## src/rtl/exe_mem_pipe_reg.sv

```systemverilog
// EX->MEM pipeline register chain.
// STAGES slots sit between the ALU and the data-memory stage. Each slot
// carries a valid bit plus the control, rd, ALU result and store data
// fields. The chain advances on the falling clock edge while the memory
// system reports a hit. Flush turns every slot into a bubble, and the
// per-slot destination-register match flags feed the hazard/forwarding unit.
module exe_mem_pipe_reg #(
  parameter int DATA_W       = 32,
  parameter int CTRL_W       = 9,
  parameter int REG_W        = 5,
  parameter int STAGES       = 1,
  parameter int REGWRITE_BIT = 0
) (
  input  logic              clk,
  input  logic              rst_n,
  input  logic              i_hit,
  input  logic              i_flush,
  input  logic              i_in_valid,
  input  logic [REG_W-1:0]  i_rd,
  input  logic [DATA_W-1:0] i_alu_result,
  input  logic [DATA_W-1:0] i_read_data2,
  input  logic [CTRL_W-1:0] i_control_sig,
  input  logic [REG_W-1:0]  i_src_rs,
  input  logic [REG_W-1:0]  i_src_rt,
  output logic              o_out_valid,
  output logic [CTRL_W-1:0] o_control_sig_out,
  output logic [REG_W-1:0]  o_rd_out,
  output logic [DATA_W-1:0] o_alu_result_out,
  output logic [DATA_W-1:0] o_read_data2_out,
  output logic [STAGES-1:0] o_rs_match,
  output logic [STAGES-1:0] o_rt_match
);

  // Chains longer than four slots, or empty chains, are not supported.
  if (STAGES < 1 || STAGES > 4) begin : g_bad_stages
    $error("exe_mem_pipe_reg: STAGES must be in 1..4");
  end

  // Slot state; index 0 is the newest slot, STAGES-1 drives the outputs.
  logic [STAGES-1:0] r_valid;
  logic [CTRL_W-1:0] r_ctrl [STAGES];
  logic [REG_W-1:0]  r_rd   [STAGES];
  logic [DATA_W-1:0] r_alu  [STAGES];
  logic [DATA_W-1:0] r_rd2  [STAGES];

  logic [STAGES-1:0] w_rs_match;
  logic [STAGES-1:0] w_rt_match;

  // A slot matches a source register only if it holds a real instruction
  // that writes back to that register. Register 0 is hard-wired and never matches.
  function automatic logic f_match(
    input logic             valid,
    input logic             reg_write,
    input logic [REG_W-1:0] slot_rd,
    input logic [REG_W-1:0] src
  );
    return valid & reg_write & (slot_rd == src) & (src != '0);
  endfunction

  // Slot chain: async clear, then flush > hold (no hit) > advance on falling clk.
  always_ff @(negedge clk or negedge rst_n) begin
    if (!rst_n) begin
      r_valid <= '0;
      for (int k = 0; k < STAGES; k++) begin
        r_ctrl[k] <= '0;
        r_rd[k]   <= '0;
        r_alu[k]  <= '0;
        r_rd2[k]  <= '0;
      end
    end else if (i_flush) begin
      // Flush wins even over a miss; the inputs on this edge are dropped.
      r_valid <= '0;
      for (int k = 0; k < STAGES; k++) begin
        r_ctrl[k] <= '0;
        r_rd[k]   <= '0;
        r_alu[k]  <= '0;
        r_rd2[k]  <= '0;
      end
    end else if (i_hit) begin
      // A bubble enters with every field zeroed, so valid=0 always implies ctrl=0.
      r_valid[0] <= i_in_valid;
      r_ctrl[0]  <= i_in_valid ? i_control_sig : '0;
      r_rd[0]    <= i_in_valid ? i_rd          : '0;
      r_alu[0]   <= i_in_valid ? i_alu_result  : '0;
      r_rd2[0]   <= i_in_valid ? i_read_data2  : '0;
      for (int k = 1; k < STAGES; k++) begin
        r_valid[k] <= r_valid[k-1];
        r_ctrl[k]  <= r_ctrl[k-1];
        r_rd[k]    <= r_rd[k-1];
        r_alu[k]   <= r_alu[k-1];
        r_rd2[k]   <= r_rd2[k-1];
      end
    end else begin
      // Memory miss: every slot keeps its contents.
      r_valid <= r_valid;
      for (int k = 0; k < STAGES; k++) begin
        r_ctrl[k] <= r_ctrl[k];
        r_rd[k]   <= r_rd[k];
        r_alu[k]  <= r_alu[k];
        r_rd2[k]  <= r_rd2[k];
      end
    end
  end

  // Per-slot source-register match flags for the hazard/forwarding unit.
  always_comb begin
    w_rs_match = '0;
    w_rt_match = '0;
    for (int k = 0; k < STAGES; k++) begin
      w_rs_match[k] = f_match(r_valid[k], r_ctrl[k][REGWRITE_BIT], r_rd[k], i_src_rs);
      w_rt_match[k] = f_match(r_valid[k], r_ctrl[k][REGWRITE_BIT], r_rd[k], i_src_rt);
    end
  end

  assign o_out_valid       = r_valid[STAGES-1];
  assign o_control_sig_out = r_ctrl[STAGES-1];
  assign o_rd_out          = r_rd[STAGES-1];
  assign o_alu_result_out  = r_alu[STAGES-1];
  assign o_read_data2_out  = r_rd2[STAGES-1];
  assign o_rs_match        = w_rs_match;
  assign o_rt_match        = w_rt_match;

endmodule
```

## config.mk

```make
export PLATFORM = sky130hd
export DESIGN_NAME = exe_mem_pipe_reg
export DESIGN_NICKNAME = d
export VERILOG_FILES = /design/src/rtl/exe_mem_pipe_reg.sv
export SDC_FILE = /design/constraint.sdc
export NUM_CORES = 1
export LEC_CHECK = 0
export ABC_AREA = 1
export CORE_AREA = 4 4 89 70
export DETAILED_ROUTE_END_ITERATION = 6
export DIE_AREA = 0 0 93 74
export DONT_BUFFER_PORTS = 1
export GPL_TIMING_DRIVEN = 0
export MAX_ROUTING_LAYER = met4
export PLACE_DENSITY = 0.79
export SYNTH_ARGS = -nofsm -noshare
export SYNTH_HDL_FRONTEND = slang
export SYNTH_SLANG_ARGS = --single-unit
```

## constraint.sdc

```tcl
create_clock -name clk -period 1.1 [get_ports clk]
set_input_delay 0 -clock clk [delete_from_list [all_inputs] [get_ports clk]]
set_output_delay 0 -clock clk [all_outputs]
set_load 0.05 [all_outputs]
```

==> impl_metrics.ini <==
[placed_design]
port-buffer-count = 0
place.detailed.hpwl_mm = 5.720
gpl.final_weighted_congestion = 0.7617

[power_and_ir_drop]
combinationalPowerShare = 0.064
total_leakage_power_uw = 0.002052
p_sw_uw = 1721
vdd_ir_drop_max_mv = 1.046
internal_power_uw = 4464
power_frac_seq = 0.570
clockPowerShare = 0.366
power_density_nw_per_um2 = 1615
fin_total_pwr_uw = 6185
swShare = 0.2783

[clock_tree]
clock_tree.htree_level_count = 3
clock_buffer_count_from_cts = 9
clock_root_buffer_master = clkbuf_8
worst_skew_pair.late_latency_ns = 0.32
cts-root-to-sink-buffers = 2
clk_pin_slew_worst_paths_ns = 0.05
clock-sinks = 79
tritoncts = yes

[yosys]
ys.flop_type = dfrtn_1
post_synth.cell_area_avg_um2 = 8.672
synth.net_count = 482
ys_top_cells_by_area = dfrtn_1 59%, inv_1 19%, o22ai_1 14%
yosysMostFrequentCell = inv_1
async_flop_share = 1.000
synthDistinctLibCells = 12
synth_top_cell_area_share = 0.5861
synth-edff-count = 0
synth.top_cells.by_count = 168 x inv_1, 79 x dfrtn_1, 78 x o22ai_1, 34 x nand2_1, 12 x clkbuf_1
mappedNetlistArea_um2 = 3373
synth_area_leader_cell = dfrtn_1
ys_seq_elements = 79
ys.warnings.count = 0
postSynthCellCount = 389
yosysSeqAreaShare = 0.5861

[timing]
worst-slew-pin-transition_ns = 0.5817
rsz_0062_raised_after_global_routing = true
final-setup-viol-count = 82
whs_ns = -0.2008
number_of_hold_violations_in_the_final_report = 79
final.setup_skew_ns = 0
maxSlewHeadroom = 0.6122
final.setup.worst_slack_ns = -1.273
drv_slew = 0

[global_routing]
grt.total_usage = 0.2353
grt_pass1_wl_mm = 11.85
initial_antenna_violation_count = 0
pin_count_of_the_biggest_net_entering_global_routing = 80
vias_in_the_first_global_route = 2362
grt.overflow.total = 0

[run]
timing.max_cap.violations = 0

[worst_setup_path]
worst_ep_required_time_ns = 1.10
reg2reg_slack_ns = -0.05
timing.critical_path.to = o_rt_match
timing.rr.start = o_rd_out[1]$_DFFE_NN0P_
worstSetupEndpointType = primary output
cp-start-kind = register
regToRegEndpoint = o_rd_out[1]$_DFFE_NN0P_
startpoint_of_the_most_critical_setup_path = o_rd_out[2]$_DFFE_NN0P_
critPathMaxFanout = 5
reg2regPathDepth = 3
setup.worst_path.class = reg2out
crit_arrival_ns = 2.37

[status]
status = finished with violations
failed_checks = negative hold slack, negative setup slack

[cells_and_area]
area_occupied_by_multi_input_gates_um2 = 703.2
num_antenna_cells = 0
flow.area_growth_from_synthesis_pct = 13.50
nFillCells = 434
drive_above_1_share = 0.1130
final_core_utilization = 0.7231
seq_area_um2 = 1977
finish.net_count = 497

[detailed_routing]
post-route-drc-count = 0
wl_per_cell_um = 15.99
postRouteWirelength_mm = 7.709
vias = 2435
postRouteAntennaNets = 0
drt-pass1-iter-count = 4
drt_iter0_markers = 103
routed_via_density = 5.052

[floorplan]
floorplan.die.height_um = 74
initial_utilization = 0.6371
floorplan.rows = 23
dieArea_um2 = 6882
io_pins = 174
core-area_um2 = 5295
die_x_um = 93

[min_path]
min-delay-path-class = in2async
logic make-up (layout without fill, tap and decap cells):
family	Yosys count	after routing	synth area share
flops	79	79	0.5861
compound gates	81	81	0.1491
simple gates	44	44	0.05082
buf+inv	185	203	0.2140
placed cells by master, fill, tap and decap left out, types with 2 or more instances in the layout:
cell type | synthesis | layout
buf_4 | 1 | 4
buf_6 | 3 | 5
bufinv_16 | 0 | 2
clkbuf_2 | 0 | 4
clkbuf_8 | 0 | 17
clkinvlp_4 | 0 | 2
dfrtn_1 | 79 | 79
inv_1 | 168 | 163
inv_2 | 0 | 5
nand2_1 | 34 | 32
nand2_2 | 0 | 2
nor2_1 | 8 | 5
nor2_4 | 0 | 2
o21ai_0 | 3 | 2
o22ai_1 | 78 | 77
critical path, cell delays in order, from the launching register on:
cell     delay, ns
dfrtn_1       0.77
inv_2         0.12
nand2_1       0.10
nand2_1       0.05
nor2_1        0.08
nand2_1       0.09
nor2_4        0.28
flip-flops by register name (all words and copies together) (netlist names):
name / count
o_alu_result_out: 32
o_read_data2_out: 32
o_control_sig_out: 9
o_rd_out: 5
o_out_valid: 1
worst min path at each step:
stage and end:
6_report o_read_data2_out[14]$_DFFE_NN0P_, 3_5_place_dp o_read_data2_out[14]$_DFFE_NN0P_, 4_1_cts o_read_data2_out[14]$_DFFE_NN0P_, 2_1_floorplan o_alu_result_out[0]$_DFFE_NN0P_, 3_3_place_gp o_read_data2_out[7]$_DFFE_NN0P_, 5_1_grt o_read_data2_out[14]$_DFFE_NN0P_
what timing repair did:
action / 4_1_cts / 5_1_grt
pin swaps: 0 / 0
endpoints found under the setup margin: 111 / 83
buffers inserted: 2 / 2
resized for setup: 0 / 3
hold endpoints to repair: 79 / 79
per-stage QoR:
stage / setup TNS, ns / cells / setup WS, ns / instance area, um^2 / hold WS (ns)
6_report: -40.98 / 482 / -1.273 / 3829 / -0.2008
5_1_grt: -44.20 / 482 / -1.406 / 3829 / -0.2301
4_1_cts: -42.02 / 480 / -1.276 / 3802 / -0.2124
3_5_place_dp: -40.68 / 464 / -0.9176 / 3580 / 0.1470
3_3_place_gp: -39.66 / 464 / -0.9041 / 3580 / 0.1474
2_1_floorplan: -23.82 / 389 / -0.8041 / 3486 / 0.1458
area by class of cell:
cell class	instances	share of cell area
plain buffers	17	0.04869
multi-input cells	125	0.1837
clock buffers	9	0.03235
inverters	168	0.1647
well taps	75	0.02451
flip-flops and latches	79	0.5163
repair buffers	4	0.007843
clock inverters	5	0.02190
power by group through the flow:
stage                     registers, uW  clock network (uW)  logic, uW
after detailed placement           3580                   0        385
after CTS                          3530                2310        392
after global routing               3540                2470        454
final                              3520                2270        397
after global placement             3570                   0        369
after floorplan                    3550                   0        321
routing by layer:
| layer | global-route usage | up-vias | routed length, um |
|---|---|---|---|
| li1 | - | 1184 | - |
| met1 | 0.2784 | 1138 | 2909 |
| met2 | 0.3815 | 109 | 3966 |
| met3 | 0.1031 | 4 | 794 |
| met4 | 0.04715 | 0 | 38 |
| met5 | - | - | 0 |
No activity file was read; power rests on OpenSTA's default activity.
